`config.mk`:
```
export PLATFORM = sky130hd
export DESIGN_NAME = vectored_intr_ctrl
export DESIGN_NICKNAME = d
export VERILOG_FILES = /design/src/rtl/intr_pkg.sv /design/src/rtl/intr_prio_enc.sv /design/src/rtl/vectored_intr_ctrl.sv
export SDC_FILE = /design/constraint.sdc
export NUM_CORES = 1
export LEC_CHECK = 0
export CAP_MARGIN = 10
export CORE_ASPECT_RATIO = 1.1
export CORE_MARGIN = 4
export CORE_UTILIZATION = 47
export CTS_BUF_LIST = sky130_fd_sc_hd__clkbuf_4 sky130_fd_sc_hd__clkbuf_8 sky130_fd_sc_hd__clkbuf_16
export CTS_CLUSTER_SIZE = 8
export DETAILED_ROUTE_END_ITERATION = 7
export PLACE_DENSITY = 0.86
export SYNTH_ARGS = -nofsm -noshare
export SYNTH_HDL_FRONTEND = slang
export SYNTH_HIERARCHICAL = 1
export SYNTH_SLANG_ARGS = --single-unit
```
`constraint.sdc`:
```
create_clock -name clk -period 5.24 [get_ports clk]
set_clock_uncertainty 0.1 [all_clocks]
set_input_delay 1.048 -clock clk [delete_from_list [all_inputs] [get_ports clk]]
set_output_delay 1.048 -clock clk [all_outputs]
set_load 0.005 [all_outputs]
```
`src/rtl/intr_pkg.sv`:
```
// Shared definitions for the vectored interrupt controller: register map and FSM states.
package intr_pkg;

  localparam logic [1:0] INTR_MASK = 2'd0;
  localparam logic [1:0] INTR_MODE = 2'd1;
  localparam logic [1:0] INTR_PEND = 2'd2;
  localparam logic [1:0] INTR_EOI  = 2'd3;

  typedef enum logic [1:0] {
    ST_IDLE = 2'd0,
    ST_REQ  = 2'd1,
    ST_SERV = 2'd2
  } intr_state_e;

endpackage

```
`src/rtl/intr_prio_enc.sv`:
```
// Lowest-index-first priority encoder; combinational valid flag and winning index.
module intr_prio_enc #(
  parameter int unsigned N = 8
) (
  input  logic [N-1:0]         req_i,
  output logic                 valid_c,
  output logic [$clog2(N)-1:0] idx_c
);

  localparam int unsigned IW = $clog2(N);

  // Scan from the top down so the lowest set index is the last to write.
  always_comb begin
    valid_c = |req_i;
    idx_c   = '0;
    for (int i = int'(N) - 1; i >= 0; i--) begin
      if (req_i[i]) idx_c = IW'(i);
    end
  end

endmodule

```
`src/rtl/vectored_intr_ctrl.sv`:
```
// N-channel vectored interrupt controller feeding a single intr/inta CPU pair.
// Define INTR_NEST_EN to allow higher-priority requests to preempt in-service channels.
module vectored_intr_ctrl
  import intr_pkg::*;
#(
  parameter int unsigned NCH     = 8,
  parameter logic [31:0] VBASE   = 32'h0000_0008,
  parameter int unsigned VSTRIDE = 4
) (
  input  logic                   clk,
  input  logic                   clr,
  input  logic [NCH-1:0]         irq,
  input  logic                   cfg_we,
  input  logic [1:0]             cfg_addr,
  input  logic [31:0]            cfg_wdata,
  output logic [31:0]            cfg_rdata,
  output logic                   intr,
  input  logic                   inta,
  output logic [$clog2(NCH)-1:0] id,
  output logic [31:0]            vec
);

  localparam int unsigned IDW = $clog2(NCH);

  intr_state_e    state_q, state_d;
  logic [NCH-1:0] irq_q, mask_q, mask_d, mode_q, mode_d, pend_q, pend_d, isr_q, isr_d;
  logic           intr_q, intr_d;
  logic [IDW-1:0] id_q, id_d;
  logic [31:0]    vec_q, vec_d;

  logic [NCH-1:0] pend_live, allow, eligible, win_oh;
  logic           win_valid, isr_valid, ack;
  logic [IDW-1:0] win_idx, isr_idx;
  logic           wr_mask, wr_mode, wr_pend, wr_eoi;

  if (NCH < 32) begin : g_unused
    logic unused_wdata;
    assign unused_wdata = ^cfg_wdata[31:NCH];
  end

  assign wr_mask = cfg_we && (cfg_addr == INTR_MASK);
  assign wr_mode = cfg_we && (cfg_addr == INTR_MODE);
  assign wr_pend = cfg_we && (cfg_addr == INTR_PEND);
  assign wr_eoi  = cfg_we && (cfg_addr == INTR_EOI);

  // Level channels follow the sampled line, giving the same latency as edge channels.
  assign pend_live = (mode_q & pend_q) | (~mode_q & irq_q);

  // Channels that may compete given what is already in service.
  always_comb begin
    allow = '1;
    if (isr_valid) begin
`ifdef INTR_NEST_EN
      for (int i = 0; i < int'(NCH); i++) allow[i] = (IDW'(i) < isr_idx);
`else
      allow = '0;
`endif
    end
  end

  assign eligible = pend_live & mask_q & allow;
  assign win_oh   = NCH'(1) << win_idx;

  intr_prio_enc #(.N(NCH)) u_win_enc (
    .req_i   (eligible),
    .valid_c (win_valid),
    .idx_c   (win_idx)
  );

  intr_prio_enc #(.N(NCH)) u_isr_enc (
    .req_i   (isr_q),
    .valid_c (isr_valid),
    .idx_c   (isr_idx)
  );

  always_comb begin
    state_d = state_q;
    ack     = 1'b0;
    unique case (state_q)
      ST_IDLE: if (win_valid) state_d = ST_REQ;
      ST_REQ: begin
        if (!win_valid) begin
          state_d = (isr_q != '0) ? ST_SERV : ST_IDLE;
        end else if (inta) begin
          state_d = ST_SERV;
          ack     = 1'b1;
        end
      end
      ST_SERV: begin
        if (isr_q == '0) state_d = ST_IDLE;
`ifdef INTR_NEST_EN
        else if (win_valid) state_d = ST_REQ;
`endif
      end
      default: state_d = ST_IDLE;
    endcase

    mask_d = wr_mask ? cfg_wdata[NCH-1:0] : mask_q;
    mode_d = wr_mode ? cfg_wdata[NCH-1:0] : mode_q;

    // New edges win over acknowledge and software clears in the same cycle.
    pend_d = (pend_q & ~(ack ? win_oh : '0) & ~(wr_pend ? cfg_wdata[NCH-1:0] : '0))
             | (mode_q & irq & ~irq_q);

    isr_d = isr_q;
    if (wr_eoi && isr_valid) isr_d = isr_d & ~(NCH'(1) << isr_idx);
    if (ack) isr_d = isr_d | win_oh;

    intr_d = (state_d == ST_REQ);
    id_d   = ((state_d == ST_REQ) || ack) ? win_idx : id_q;
    vec_d  = VBASE + 32'(id_d) * VSTRIDE;
  end

  always_ff @(posedge clk) begin
    if (clr) begin
      state_q <= ST_IDLE;
      irq_q   <= '0;
      mask_q  <= '0;
      mode_q  <= '0;
      pend_q  <= '0;
      isr_q   <= '0;
      intr_q  <= 1'b0;
      id_q    <= '0;
      vec_q   <= VBASE;
    end else begin
      state_q <= state_d;
      irq_q   <= irq;
      mask_q  <= mask_d;
      mode_q  <= mode_d;
      pend_q  <= pend_d;
      isr_q   <= isr_d;
      intr_q  <= intr_d;
      id_q    <= id_d;
      vec_q   <= vec_d;
    end
  end

  always_comb begin
    cfg_rdata = '0;
    unique case (cfg_addr)
      INTR_MASK: cfg_rdata = 32'(mask_q);
      INTR_MODE: cfg_rdata = 32'(mode_q);
      INTR_PEND: cfg_rdata = 32'(pend_live);
      default:   cfg_rdata = 32'(isr_q);
    endcase
  end

  assign intr = intr_q;
  assign id   = id_q;
  assign vec  = vec_q;

endmodule

```
; Word level (Yosys, flattened, before mapping)
; Index checks and enable logic that the tools add are counted.
[totals]
wordCells = 79
latchBits = 0
inputBits = 46
ramBits = 0
romBits = 0
out_inout_bits = 68
memories = 0
reg_bits = 78
[classes]
mul = 0
muxes = 32
shifts = 2
bitwise = 17
n_addsub = 1
n_div = 0
n_reduce_logical = 12
n_eq_ne = 6
order_cmp = 0
[op_table]
columns = cell, count
row1 = 8-bit bitwise AND, 9
row2 = 3-bit 2-to-1 mux, 17
row3 = 8-bit 2-to-1 mux, 5
row4 = 8-bit NOT, 5
row5 = 8-bit bitwise OR, 3
row6 = 8-bit one-hot mux with 3 select lines, 1
row7 = 8-bit OR reduction, 2
row8 = "1-bit by 3-bit left shift with 8-bit output, first input constant", 2
row9 = 2-bit 2-to-1 mux, 5
row10 = 8-bit logical NOT, 1
row11 = 8-bit nonzero test, 1
row12 = "4-bit by 5-bit adder with 6-bit output, first input constant", 1
row13 = "2-bit by 1-bit == test with 1-bit output, second input constant", 3
row14 = "2-bit == test, second input constant", 3
row15 = 2-bit one-hot mux with 3 select lines, 1
row16 = 1-bit logical AND, 5
row17 = 2-bit logical NOT, 2
row18 = 1-bit 2-to-1 mux, 3
row19 = 1-bit logical OR, 1

; Depth between registers and ports, before layout
[depth]
depth_word = 19
depth_mapped = 10
ltp_nobuf = 9

; Hierarchy
; The synthesis kept the hierarchy.
[by_module_without_submodules]
columns = module, area_each_um2, cells_each, seq_area_each_um2, instances
row1 = vectored_intr_ctrl, 2736.4, 277, 980.9, 1
row2 = intr_prio_enc, 81.3, 13, 0.0, 2

; Least setup slack after synthesis
; OpenSTA, ideal clock, no wires.
[synth_timing]
path_kind = in2out
startpoint = input port cfg_addr[0]
endpoint = output port cfg_rdata[0]
arrival_ns = 1.705
slack_ns = 2.387
t_required_ns = 4.092
cell_stages = 2
path_buffers = 1
cell_sequence = clkbuf_8 > mux4_2
[synth_between]
elab_chain_len = 2
word_cells_on_any_way = 4
classes_between = eq/ne: 2 / mux: 1 / reduce/logical: 1
[synth_lines]
columns = item, line
row1 = "start, declared", vectored_intr_ctrl.sv:14  ; input logic [1:0] cfg_addr,
row2 = "2-bit == test, or another cell as far along", vectored_intr_ctrl.sv:140  ; unique case (cfg_addr)
row3 = 8-bit one-hot mux with 3 select lines (*), vectored_intr_ctrl.sv:140
row4 = "end, declared", vectored_intr_ctrl.sv:16  ; output logic [31:0] cfg_rdata,
; Mark *: on every way between the ends. The rest lies on a longest branch, timed or not.

; Worst setup path after layout
[layout_timing]
startpoint = input port cfg_addr[0]
endpoint = output port cfg_rdata[5]
; Same word-level chain as after synthesis.

==> out/metrics.yaml <==
cts:
  clk_pin_slew_ns: 0.09
  cts_tree: "done"
  clock_latency_ns: 0.31
  numCtsBuffers: 5
  htreeDepth: 2
  cts_setup_buffers: 0
  root_buffer: "clkbuf_8"
  ctsHoldBuffers: 0
  cts.sinks: 49
  cts_resized: 0
  clockBufferDepth: 2
routing:
  wl_per_cell_um: 15.0
  totalWireLength_mm: 6.17
  drc: 0
  vias_per_cell: 5.38
  routed-via-count: 2218
  drtIter0Drc: 170
  drtAntennaViolNets: 0
  dr.pass1.iters: 4
placed_design:
  postPlaceCellArea_mm2: 0.00311
  dp_hpwl_mm: 4.58
  dp_cells: 404
  place_ws_ns: 1.04
  place_congestion: 0.904
  port_buffers: 37
sta:
  setup_viol: 0
  final.period_utilization_pct: 80.3
  fin_ws_ns: 1.03
  fin_crit_ns: 4.21
  tightest_slew_ns: 1.13
  maxSlewHeadroom_pct: 24.0
  final_max_slew_viol_count: 0
  grt_setup_unrepaired: "no"
  finalHoldViolations: 0
  maxClockFrequency_mhz: 238
  finalSetupTns_ns: 0
critical_path:
  cp.arrival_ns: 3.06
  end_kind: "output port"
  path_max_fanout: 13
  cp_data_required_time_ns: 4.09
  startpoint_type: "input port"
  path_class: "in -> out"
power:
  powerDensity_mw_per_mm2: 236
  leakagePower_nw: 1.43
  p_sw_share_pct: 23.4
  internal_power_mw: 0.583
  clock_power_share_pct: 36.8
  vdd_drop_max_uv: 120
  p_sw_mw: 0.178
  p_comb_share_pct: 12.2
  p_seq_share_pct: 51.1
yosys:
  synth_area_leaders: "dfxtp_1 34%, buf_4 14%, mux2i_1 6.6%"
  synth_top_area_share_pct: 33.8
  synthArstFlopShare_pct: 0
  ys_seq_area_share_pct: 33.8
  synth_cell_type_count: 47
  synth_edf_count: 0
  syn_inst: 303
  syn_area_mm2: 0.00290
  synth.avg_cell_area_um2: 9.57
  ys_ff_latch: 49
  ys_warn_count: 6
  synth_ff_type: "dfxtp_1"
  yosysTopAreaCell: "dfxtp_1"
finish:
  layout.cells.non_filler: 412
  drive_gt1_share_pct: 10.1
  final_area_mm2: 0.00323
  fill_cells: 559
  syn_to_final_growth_pct: 11.4
  final_util_pct: 54.9
  antenna_cells: 0
  nets: 380
floorplanning:
  core_mm2: 0.00588
  dieArea_mm2: 0.00749
  rows: 29
  ios: 114
  floorplan.initialDensity_pct: 49.3
  die_x_um: 82.9
  die_height_um: 90.4
outcome:
  status: "finished clean"
job:
  cap_viol_max_count: 0
hold_path:
  hold_path.class: "reg -> reg"
global_routing:
  grt_pass1_wl_mm: 10.3
  antenna_found_initial: 0
  grt_overflow: 0
  gr-usage-all-layers_pct: 16.5
  first_global_vias: 2135
  grt_max_degree: 23
-- layout by cell type (no fill, tap or decap), types with 3 or more instances in the layout --
cell,synthesis,final
nor2_1,28,28
inv_1,6,6
nand2_1,11,11
clkdlybuf4s50_1,0,37
buf_4,55,4
clkbuf_8,1,6
nor2b_1,12,12
a211oi_1,3,3
o32ai_1,3,3
or3_1,3,3
mux2_2,7,7
conb_1,1,52
mux4_2,8,8
and3b_1,18,18
mux2i_1,19,19
a21oi_1,5,5
o21ai_0,4,4
dfxtp_1,49,49
nand2b_1,4,4
a41o_1,7,7
a32o_1,5,5
nand3_1,8,8
nand4b_1,3,3
-- per-stage QoR --
stage	total power, mW	hold WS, ns
after floorplan	0.480	0.359
after global placement	0.486	0.367
after detailed placement	0.489	0.384
after CTS	0.768	0.406
after global routing	0.795	0.438
final	0.761	0.404
-- per-layer routing --
layer	share of wire, %	up-vias	track usage (%)
met1	42	1053	20.9
met5	0	-	0
met3	8.8	12	3.74
met4	1.7	0	5.99
met2	47	109	27.5
li1	-	1044	-
-- logic make-up after synthesis --
group           Yosys count  synth area share [%]
compound gates           35                  9.54
other cells               1                 0.129
mux                      34                  15.5
xor+xnor                  2                 0.604
buf+inv                  74                  17.3
flops                    49                  33.8
simple gates            108                  23.1
-- critical path: stages --
cell and delay (ns):
clkdlybuf4s50_1 0.95, mux4_2 0.60, clkdlybuf4s50_1 0.46
-- area by class of cell --
cell class	instances	area, um2	area share [%]
sequential	49	981	30.4
multi-input combinational	231	1610	49.8
inverter	6	22.5	0.698
timing repair buffer	41	400	12.4
tap	77	96.3	2.98
clock buffer	6	82.6	2.56
clock inverter	2	37.5	1.16
-- synth_stat cells, types with 2 or more instances --
cell type and instances:
and3b_1 18, nor2_1 28, mux2i_1 19, nor3b_1 2, a211oi_1 3, nand2b_1 4
or3_1 3, a21boi_0 2, nor2b_1 12, a21oi_1 5, or4_1 2, o32ai_1 3
o41ai_1 2, a41o_1 7, nand4b_1 3, nor4b_1 2, o21ai_0 4, dfxtp_1 49
nor4_2 2, nand3_1 8, mux2_2 7, nand4_1 2, o21bai_1 2, nand2_1 11
buf_2 6, inv_1 6, nand3b_1 2, clkbuf_1 5, a32o_1 5, mux4_2 8
buf_4 55
-- flip-flops by register name, summed over array words and instances, names as in the netlist, named ones only --
signal	cells
id	2
intr	1
irq_q	8
isr_q	8
mask_q	8
mode_q	8
pend_q	8
state_q	2
vec	3
-- power by group through the flow --
stage | clock network [mW] | registers (mW) | logic, mW
floorplan | 0 | 0.396 | 0.0843
global placement | 0 | 0.397 | 0.0897
detailed placement | 0 | 0.397 | 0.0914
CTS | 0.287 | 0.389 | 0.0919
global route | 0.303 | 0.390 | 0.101
finish | 0.280 | 0.389 | 0.0925
-- worst paths after layout --
check	start	end	slack, ns	cells after the start
worst max-delay path	cfg_addr[0]	cfg_rdata[5]	1.03	3
worst min-delay path	pend_q[6]$_SDFF_PP0_	pend_q[6]$_SDFF_PP0_	0.40	1
worst max register to register	isr_q[4]$_SDFF_PP0_	isr_q[3]$_SDFF_PP0_	2.17	8
worst min register to register	pend_q[6]$_SDFF_PP0_	pend_q[6]$_SDFF_PP0_	0.40	1
Note: power is estimated with default switching activity, not from simulation.
